**src/rtl/div_unit_pkg.sv**
```systemverilog
// Shared types and constants for the EX-stage multi-cycle integer divider.
// Holds the FSM encoding, handshake levels and the operand magnitude helper.
package div_unit_pkg;

    localparam int REG_DATA_BUS        = 32;
    localparam int DOUBLE_REG_DATA_BUS = 64;
    localparam logic [REG_DATA_BUS-1:0] ZEROWORD = '0;

    localparam logic DIV_START            = 1'b1;
    localparam logic DIV_STOP             = 1'b0;
    localparam logic DIV_RESULT_READY     = 1'b1;
    localparam logic DIV_RESULT_NOT_READY = 1'b0;

    typedef enum logic [1:0] {
        DIV_FREE    = 2'b00,
        DIV_BY_ZERO = 2'b01,
        DIV_ON      = 2'b10,
        DIV_END     = 2'b11
    } div_state_t;

    // Two's-complement negate when requested; used for |operand| and sign fix-up.
    function automatic logic [REG_DATA_BUS-1:0] cond_negate(
        input logic [REG_DATA_BUS-1:0] value,
        input logic                    negate
    );
        return negate ? (~value + 1'b1) : value;
    endfunction

endpackage

```
**src/rtl/div_unit_if.sv**
```systemverilog
// Request/result bundle between the EX stage (master) and the divider (slave).
// EX holds start until it has consumed ready; annul aborts an operation in flight.
interface div_unit_if;
    import div_unit_pkg::*;

    logic                           signed_div;
    logic [REG_DATA_BUS-1:0]        opdata1;
    logic [REG_DATA_BUS-1:0]        opdata2;
    logic                           start;
    logic                           annul;
    logic [DOUBLE_REG_DATA_BUS-1:0] result;
    logic                           ready;

    modport master (
        output signed_div, opdata1, opdata2, start, annul,
        input  result, ready
    );

    modport slave (
        input  signed_div, opdata1, opdata2, start, annul,
        output result, ready
    );

endinterface

```
**src/rtl/div_unit_step.sv**
```systemverilog
// One restoring-division step: shift the next dividend bit into the partial
// remainder and subtract the divisor if it fits.
module div_step
    import div_unit_pkg::*;
(
    input  logic [REG_DATA_BUS-1:0] rem,
    input  logic                    next_bit,
    input  logic [REG_DATA_BUS-1:0] divisor,
    output logic [REG_DATA_BUS-1:0] rem_next,
    output logic                    quo_bit
);

    logic [REG_DATA_BUS:0] shifted;
    logic [REG_DATA_BUS:0] trial;

    // rem < divisor keeps the difference inside 33-bit two's-complement range,
    // so bit 32 of the trial is a reliable borrow/sign flag.
    assign shifted  = {rem, next_bit};
    assign trial    = shifted - {1'b0, divisor};
    assign quo_bit  = ~trial[REG_DATA_BUS];
    assign rem_next = quo_bit ? trial[REG_DATA_BUS-1:0] : shifted[REG_DATA_BUS-1:0];

endmodule

```
**src/rtl/div_unit.sv**
```systemverilog
// Multi-cycle 32-bit DIV/DIVU unit: 32 restoring iterations on operand
// magnitudes, then a sign fix-up producing {remainder, quotient}.
module div_unit
    import div_unit_pkg::*;
(
    input  logic           clk,
    input  logic           rst,
    div_unit_if.slave      bus
);

    div_state_t                     state_reg, state_next;
    logic [5:0]                     cnt_reg, cnt_next;
    logic [REG_DATA_BUS-1:0]        rem_reg, rem_next;
    logic [REG_DATA_BUS-1:0]        quo_reg, quo_next;
    logic [REG_DATA_BUS-1:0]        divisor_reg, divisor_next;
    logic                           rem_neg_reg, rem_neg_next;
    logic                           quo_neg_reg, quo_neg_next;
    logic [DOUBLE_REG_DATA_BUS-1:0] result_reg, result_next;
    logic                           ready_reg, ready_next;

    logic [REG_DATA_BUS-1:0]        step_rem;
    logic                           step_bit;
    logic                           op1_neg;
    logic                           op2_neg;

    // The dividend sits in quo_reg and is shifted out MSB-first as quotient bits shift in.
    div_step u_step (
        .rem      (rem_reg),
        .next_bit (quo_reg[REG_DATA_BUS-1]),
        .divisor  (divisor_reg),
        .rem_next (step_rem),
        .quo_bit  (step_bit)
    );

    assign op1_neg = bus.signed_div & bus.opdata1[REG_DATA_BUS-1];
    assign op2_neg = bus.signed_div & bus.opdata2[REG_DATA_BUS-1];

    always_ff @(posedge clk) begin
        if (rst) begin
            state_reg   <= DIV_FREE;
            cnt_reg     <= '0;
            rem_reg     <= ZEROWORD;
            quo_reg     <= ZEROWORD;
            divisor_reg <= ZEROWORD;
            rem_neg_reg <= 1'b0;
            quo_neg_reg <= 1'b0;
            result_reg  <= '0;
            ready_reg   <= DIV_RESULT_NOT_READY;
        end else begin
            state_reg   <= state_next;
            cnt_reg     <= cnt_next;
            rem_reg     <= rem_next;
            quo_reg     <= quo_next;
            divisor_reg <= divisor_next;
            rem_neg_reg <= rem_neg_next;
            quo_neg_reg <= quo_neg_next;
            result_reg  <= result_next;
            ready_reg   <= ready_next;
        end
    end

    always_comb begin
        state_next   = state_reg;
        cnt_next     = cnt_reg;
        rem_next     = rem_reg;
        quo_next     = quo_reg;
        divisor_next = divisor_reg;
        rem_neg_next = rem_neg_reg;
        quo_neg_next = quo_neg_reg;
        result_next  = result_reg;
        ready_next   = ready_reg;

        case (state_reg)
            DIV_FREE: begin
                result_next = '0;
                ready_next  = DIV_RESULT_NOT_READY;
                if (bus.start == DIV_START && !bus.annul) begin
                    if (bus.opdata2 == ZEROWORD) begin
                        state_next = DIV_BY_ZERO;
                    end else begin
                        state_next   = DIV_ON;
                        cnt_next     = '0;
                        rem_next     = ZEROWORD;
                        quo_next     = cond_negate(bus.opdata1, op1_neg);
                        divisor_next = cond_negate(bus.opdata2, op2_neg);
                        rem_neg_next = op1_neg;
                        quo_neg_next = op1_neg ^ op2_neg;
                    end
                end
            end

            DIV_BY_ZERO: begin
                state_next  = DIV_END;
                result_next = '0;
                ready_next  = DIV_RESULT_READY;
            end

            DIV_ON: begin
                if (bus.annul) begin
                    state_next  = DIV_FREE;
                    result_next = '0;
                    ready_next  = DIV_RESULT_NOT_READY;
                end else if (cnt_reg != 6'd32) begin
                    rem_next = step_rem;
                    quo_next = {quo_reg[REG_DATA_BUS-2:0], step_bit};
                    cnt_next = cnt_reg + 6'd1;
                end else begin
                    state_next  = DIV_END;
                    result_next = {cond_negate(rem_reg, rem_neg_reg),
                                   cond_negate(quo_reg, quo_neg_reg)};
                    ready_next  = DIV_RESULT_READY;
                end
            end

            DIV_END: begin
                if (bus.start == DIV_STOP) begin
                    state_next  = DIV_FREE;
                    result_next = '0;
                    ready_next  = DIV_RESULT_NOT_READY;
                end
            end

            default: begin
                state_next  = DIV_FREE;
                result_next = '0;
                ready_next  = DIV_RESULT_NOT_READY;
            end
        endcase
    end

    assign bus.result = result_reg;
    assign bus.ready  = ready_reg;

endmodule
```
**src/flat_wrapper.sv**
```systemverilog
// flat-port wrapper written by rule: the top's interface ports become plain ports
module div_unit_flat import div_unit_pkg::*;
  (clk, rst, bus_signed_div, bus_opdata1, bus_opdata2, bus_start, bus_annul, bus_result, bus_ready);
  div_unit_if bus_i ();
  input  logic clk;
  input  logic rst;
  input wire logic [$bits(bus_i.signed_div)-1:0] bus_signed_div;
  input wire logic [$bits(bus_i.opdata1)-1:0] bus_opdata1;
  input wire logic [$bits(bus_i.opdata2)-1:0] bus_opdata2;
  input wire logic [$bits(bus_i.start)-1:0] bus_start;
  input wire logic [$bits(bus_i.annul)-1:0] bus_annul;
  output wire logic [$bits(bus_i.result)-1:0] bus_result;
  output wire logic [$bits(bus_i.ready)-1:0] bus_ready;
  assign bus_i.signed_div = bus_signed_div;
  assign bus_i.opdata1 = bus_opdata1;
  assign bus_i.opdata2 = bus_opdata2;
  assign bus_i.start = bus_start;
  assign bus_i.annul = bus_annul;
  assign bus_result = bus_i.result;
  assign bus_ready = bus_i.ready;
  div_unit u_core (.clk(clk), .rst(rst), .bus(bus_i));
endmodule
```
**config.mk**
```make
export PLATFORM = sky130hd
export DESIGN_NAME = div_unit_flat
export DESIGN_NICKNAME = d
export VERILOG_FILES = /design/src/rtl/div_unit_pkg.sv /design/src/rtl/div_unit_if.sv /design/src/rtl/div_unit_step.sv /design/src/rtl/div_unit.sv /design/src/flat_wrapper.sv
export SDC_FILE = /design/constraint.sdc
export NUM_CORES = 1
export LEC_CHECK = 0
export CAP_MARGIN = 15
export CORE_AREA = 4 4 143 145
export CTS_CLUSTER_DIAMETER = 60
export CTS_CLUSTER_SIZE = 28
export DETAILED_ROUTE_END_ITERATION = 7
export DIE_AREA = 0 0 147 149
export PLACE_DENSITY = 0.76
export SLEW_MARGIN = 40
export SYNTH_ARGS = -nofsm -noshare
export SYNTH_HDL_FRONTEND = slang
export SYNTH_SLANG_ARGS = --single-unit
```
**constraint.sdc**
```tcl
create_clock -name clk -period 6.02 [get_ports clk]
set_clock_uncertainty 0.05 [all_clocks]
set_input_delay 0.903 -clock clk [delete_from_list [all_inputs] [get_ports clk]]
set_output_delay 0.903 -clock clk [all_outputs]
set_load 0.01 [all_outputs]
```
==> impl.org <==
** Clocking
- Number of setup buffers added after CTS :: 0
- TritonCTS clock tree :: yes
- In this run the number of H-tree levels came out at 4.
- The later pin in the worst-skew pair is clocked with a latency of 0.43 ns.
- The tree built by TritonCTS fans out to 171 sinks.
- The tree is rooted in a sky130_fd_sc_hd__clkbuf_16.
- Buffers inserted during clock tree synthesis total 17.
- Number of gates resized after CTS :: 0
- Post-CTS clock slew at the launch and capture registers of the worst setup and hold paths :: 0.06 ns
- CTS Hold Buffers Added :: 0
- Clock Path Buffers :: 2

** Yosys
- Post-Syn Area :: 10600 um2
- Xor/xnor cell area share of the yosys netlist :: 12.6%
- Post-synthesis instance total :: 1387
- Number of flops mapped to enable cells by yosys :: 0
- Summing the areas of all and, or, nand and nor instances in the mapped netlist gives 19.0% of the synthesized area.
- For this run, the leading register cell type out of synthesis is sky130_fd_sc_hd__dfxtp_1.
- After synthesis, flip-flops and latches occupy 32.2% of the total area.
- Adder and majority cell fraction of the synthesized area :: 5.24%
- After synthesis, the largest family of logic cells by area is compound AO/OA/AOI/OAI gates.
- After synthesis, the share of flip-flops with an asynchronous set or reset is 0%.
- The netlist uses 61 different library cells.
- Summing the areas of all compound-gate instances in the mapped netlist gives 23.8% of the synthesized area.
- By count the netlist is led by sky130_fd_sc_hd__nand2_1, sky130_fd_sc_hd__dfxtp_1, sky130_fd_sc_hd__o21ai_0, sky130_fd_sc_hd__a21oi_1, sky130_fd_sc_hd__nor2_1.
- Area fraction of the dominant cell type after synthesis :: 32.2%
- The Yosys step of the flow raised 0 warnings.
- The portion of synthesized area spent on multiplexers is 2.26%.
- Summed over all instances, the cell type with the most area after synthesis is sky130_fd_sc_hd__dfxtp_1.
- After synthesis, the mean cell area works out to 7.67 um2.
- Library cell with the highest instance count after synthesis :: sky130_fd_sc_hd__nand2_1
- When the netlist entered floorplanning its net count stood at 1500.
- Cells taking the most area after synthesis :: sky130_fd_sc_hd__dfxtp_1, sky130_fd_sc_hd__nand2_1, sky130_fd_sc_hd__xor2_1
- In this run, synthesis produced a sequential element count of 171.

** STA
- Final setup violation count :: 0
- Post-layout minimum cycle time :: 4.73 ns
- The final critical path takes up 78.6% of the cycle.
- Top achievable clock speed :: 0.211 GHz
- Number of max-slew violations in the final report :: 0
- In the final timing run, aggregate negative setup slack is 0 ns.
- For the pin with the worst max-slew slack, the measured transition is 0.939 ns.
- Tightest slew margin relative to the limit :: 36.8%
- The final hold violation count came to 0.
- Unrepaired setup endpoints after global routing :: no

** Route
- Number of remaining DRC errors :: 0
- Using the TritonRoute via totals, the vias-per-cell ratio works out to 5.73.
- First-pass detailed-route iteration total :: 7
- The detail route stage leaves a number of antenna-violating nets equal to 0.
- Total wire length :: 27300 um
- Detailed-route via count :: 9993
- In the final routed layout, each cell accounts on average for 15.6 um.
- The first routing iteration left 579 violations.

** Setup path
- CP Class :: flop to flop
- Critical Path Sink Type :: flop
- In this run the critical register-to-register path is launched from u_core.quo_reg[31]$_SDFFE_PP0P_.
- At the worst endpoint, the arrival time is 5.03 ns.
- In this run the worst setup path begins at u_core.quo_reg[31]$_SDFFE_PP0P_.
- In this run the worst setup path terminates at u_core.rem_reg[24]$_SDFFE_PP0P_.
- The worst setup path is launched from a flop.
- Worst Reg2Reg Path Length in Cells :: 13
- Of all nets on the critical path, the largest fanout is 13.
- In this run the register-to-register setup slack is 1.29 ns.
- Endpoint of the most critical register-to-register path :: u_core.rem_reg[24]$_SDFFE_PP0P_
- At the worst endpoint, the required time is 6.32 ns.

** Floorplan
- Initial Util :: 55.4%
- Die span in x :: 147 um
- In this run the vertical extent of the chip is 149 um.
- The floorplan has 51 rows.
- During I/O placement, the number of pins put on the boundary was 134.
- In this run the standard cell core region covers 19200 um2.
- The die covers 21900 um2.

** Placed design
- Post-DP HPWL :: 20100 um
- In this run the cell area measured after placement is 12100 um2.
- Final weighted congestion in routability-driven placement :: 0.971
- Buffers placed on the I/O ports in this run total 133.

** Global route
- Total track usage :: 24.7%
- The first global-routing pass estimated 45000 um of wire.
- The via count of the first global-routing pass came to 9184.
- Largest net degree at the start of global routing :: 84
- The number of antenna violations at the first check in global routing is 0.
- Total congestion overflow after global routing :: 0

** Run
- Across the run, the number of max-cap violations was 0.

** Outcome
- The flow ran to the end, and the final reports show no timing, DRC or antenna violations.

** Cells and area
- Fraction of final layout cells with drive strength greater than 1 :: 4.26%
- Max FFs per register :: 64
- Summing all multi-input logic gate instances after layout gives 6750 um2.
- Summing all non-filler instances in the final layout gives an area of 12700 um2.
- Area grow syn2layout :: 19.3%
- In the final design database the tool counted 1580 nets.
- Fill cells in the final layout number 1694.
- Inserted Diodes :: 0
- Total area of sequential cells :: 3430 um2

** Power
- In this run the power density over the cells is 298 nW/um2.
- For this design the static power due to leakage is 4.62 nW.
- VDD sags by at most 0.176 mV.

** Hold path
- Type of the worst min-delay path :: flop to flop
==> metrics by stage <==
stage,instances,hold slack [ns],power [W],setup WS (ns),utilization (%)
4_1_cts,1744,0.404,0.00378,1.35,66.1
3_5_place_dp,1713,0.391,0.00270,1.39,63.1
3_3_place_gp,1713,0.382,0.00266,1.20,63.0
2_1_floorplan,1387,0.382,0.00234,2.43,-
6_report,1744,0.399,0.00378,1.29,66.1
5_1_grt,1744,0.420,0.00401,0.884,66.1
==> worst min path at each step <==
stage	slack, ns	depth (start not counted)	to	startpoint
floorplan	0.38	2	u_core.divisor_reg[22]$_SDFFE_PP0P_	u_core.divisor_reg[22]$_SDFFE_PP0P_
global placement	0.38	2	u_core.bus.result[30]$_SDFFE_PP0P_	u_core.bus.result[30]$_SDFFE_PP0P_
detailed placement	0.39	2	u_core.bus.result[29]$_SDFFE_PP0P_	u_core.bus.result[29]$_SDFFE_PP0P_
CTS	0.40	2	u_core.bus.result[61]$_SDFFE_PP0P_	u_core.bus.result[61]$_SDFFE_PP0P_
global route	0.42	2	u_core.bus.result[60]$_SDFFE_PP0P_	u_core.bus.result[60]$_SDFFE_PP0P_
finish	0.40	2	u_core.bus.result[61]$_SDFFE_PP0P_	u_core.bus.result[61]$_SDFFE_PP0P_
==> worst max-delay path: stages (launching register included) <==
cell and delay [ns]:
sky130_fd_sc_hd__dfxtp_1 0.31, sky130_fd_sc_hd__inv_1 0.12, sky130_fd_sc_hd__ha_1 0.26, sky130_fd_sc_hd__fa_1 0.43, sky130_fd_sc_hd__nand2b_1 0.19, sky130_fd_sc_hd__a21oi_1 0.26
sky130_fd_sc_hd__o2111ai_1 0.26, sky130_fd_sc_hd__o21ai_1 0.38, sky130_fd_sc_hd__a41oi_1 0.29, sky130_fd_sc_hd__o41ai_1 0.78, sky130_fd_sc_hd__xor2_2 0.43, sky130_fd_sc_hd__buf_4 0.34
sky130_fd_sc_hd__nand2_1 0.27, sky130_fd_sc_hd__o21ai_0 0.26
==> per-layer routing <==
metal	vias to the layer above	global-route usage [%]	part of all wire, %
li1	5060	-	-
met1	4618	31.8	44
met2	288	43.8	49
met3	27	3.65	5.1
met4	0	5.82	1.5
met5	-	0	0
==> where the power goes <==
part / internal [W] / switching (W) / leakage [nW]
combinational: 0.000509 / 0.000844 / 2.97
clock: 0.000612 / 0.000476 / 0.261
sequential: 0.00123 / 0.000105 / 1.39
==> cells in the final DEF, fill, tap and decap left out, types with 18 or more instances in the layout <==
| cell type | instances |
|---|---|
| sky130_fd_sc_hd__nor2_1 | 109 |
| sky130_fd_sc_hd__nor3_1 | 24 |
| sky130_fd_sc_hd__xor2_1 | 82 |
| sky130_fd_sc_hd__ha_1 | 42 |
| sky130_fd_sc_hd__o31ai_1 | 23 |
| sky130_fd_sc_hd__dfxtp_1 | 169 |
| sky130_fd_sc_hd__xnor2_1 | 70 |
| sky130_fd_sc_hd__clkdlybuf4s50_1 | 132 |
| sky130_fd_sc_hd__a21oi_1 | 113 |
| sky130_fd_sc_hd__mux2i_1 | 24 |
| sky130_fd_sc_hd__a22oi_1 | 21 |
| sky130_fd_sc_hd__o21ai_0 | 128 |
| sky130_fd_sc_hd__nand3_1 | 18 |
| sky130_fd_sc_hd__nand2_1 | 202 |
| sky130_fd_sc_hd__inv_1 | 58 |
| sky130_fd_sc_hd__a211oi_1 | 33 |
==> cell type report <==
class	instances	share of cell area (%)
Clock buffer	18	3.38
Clock inverter	13	1.14
Multi-Input combinational cell	1076	53.1
Inverter	58	1.71
Tap cell	265	2.61
Sequential cell	171	27.0
Timing Repair Buffer	143	11.1
==> kinds of logic (layout without fill, tap and decap cells) <==
group                    count (synthesis)  count (layout)
buffers and inverters                  140             232
AO/OA/AOI/OAI                          409             409
multiplexers                            24              24
XOR/XNOR                               153             153
adder cells (fa/ha/maj)                 44              44
AND/OR/NAND/NOR                        446             446
flip-flops                             171             171
Note: power is estimated with default switching activity, not from simulation.
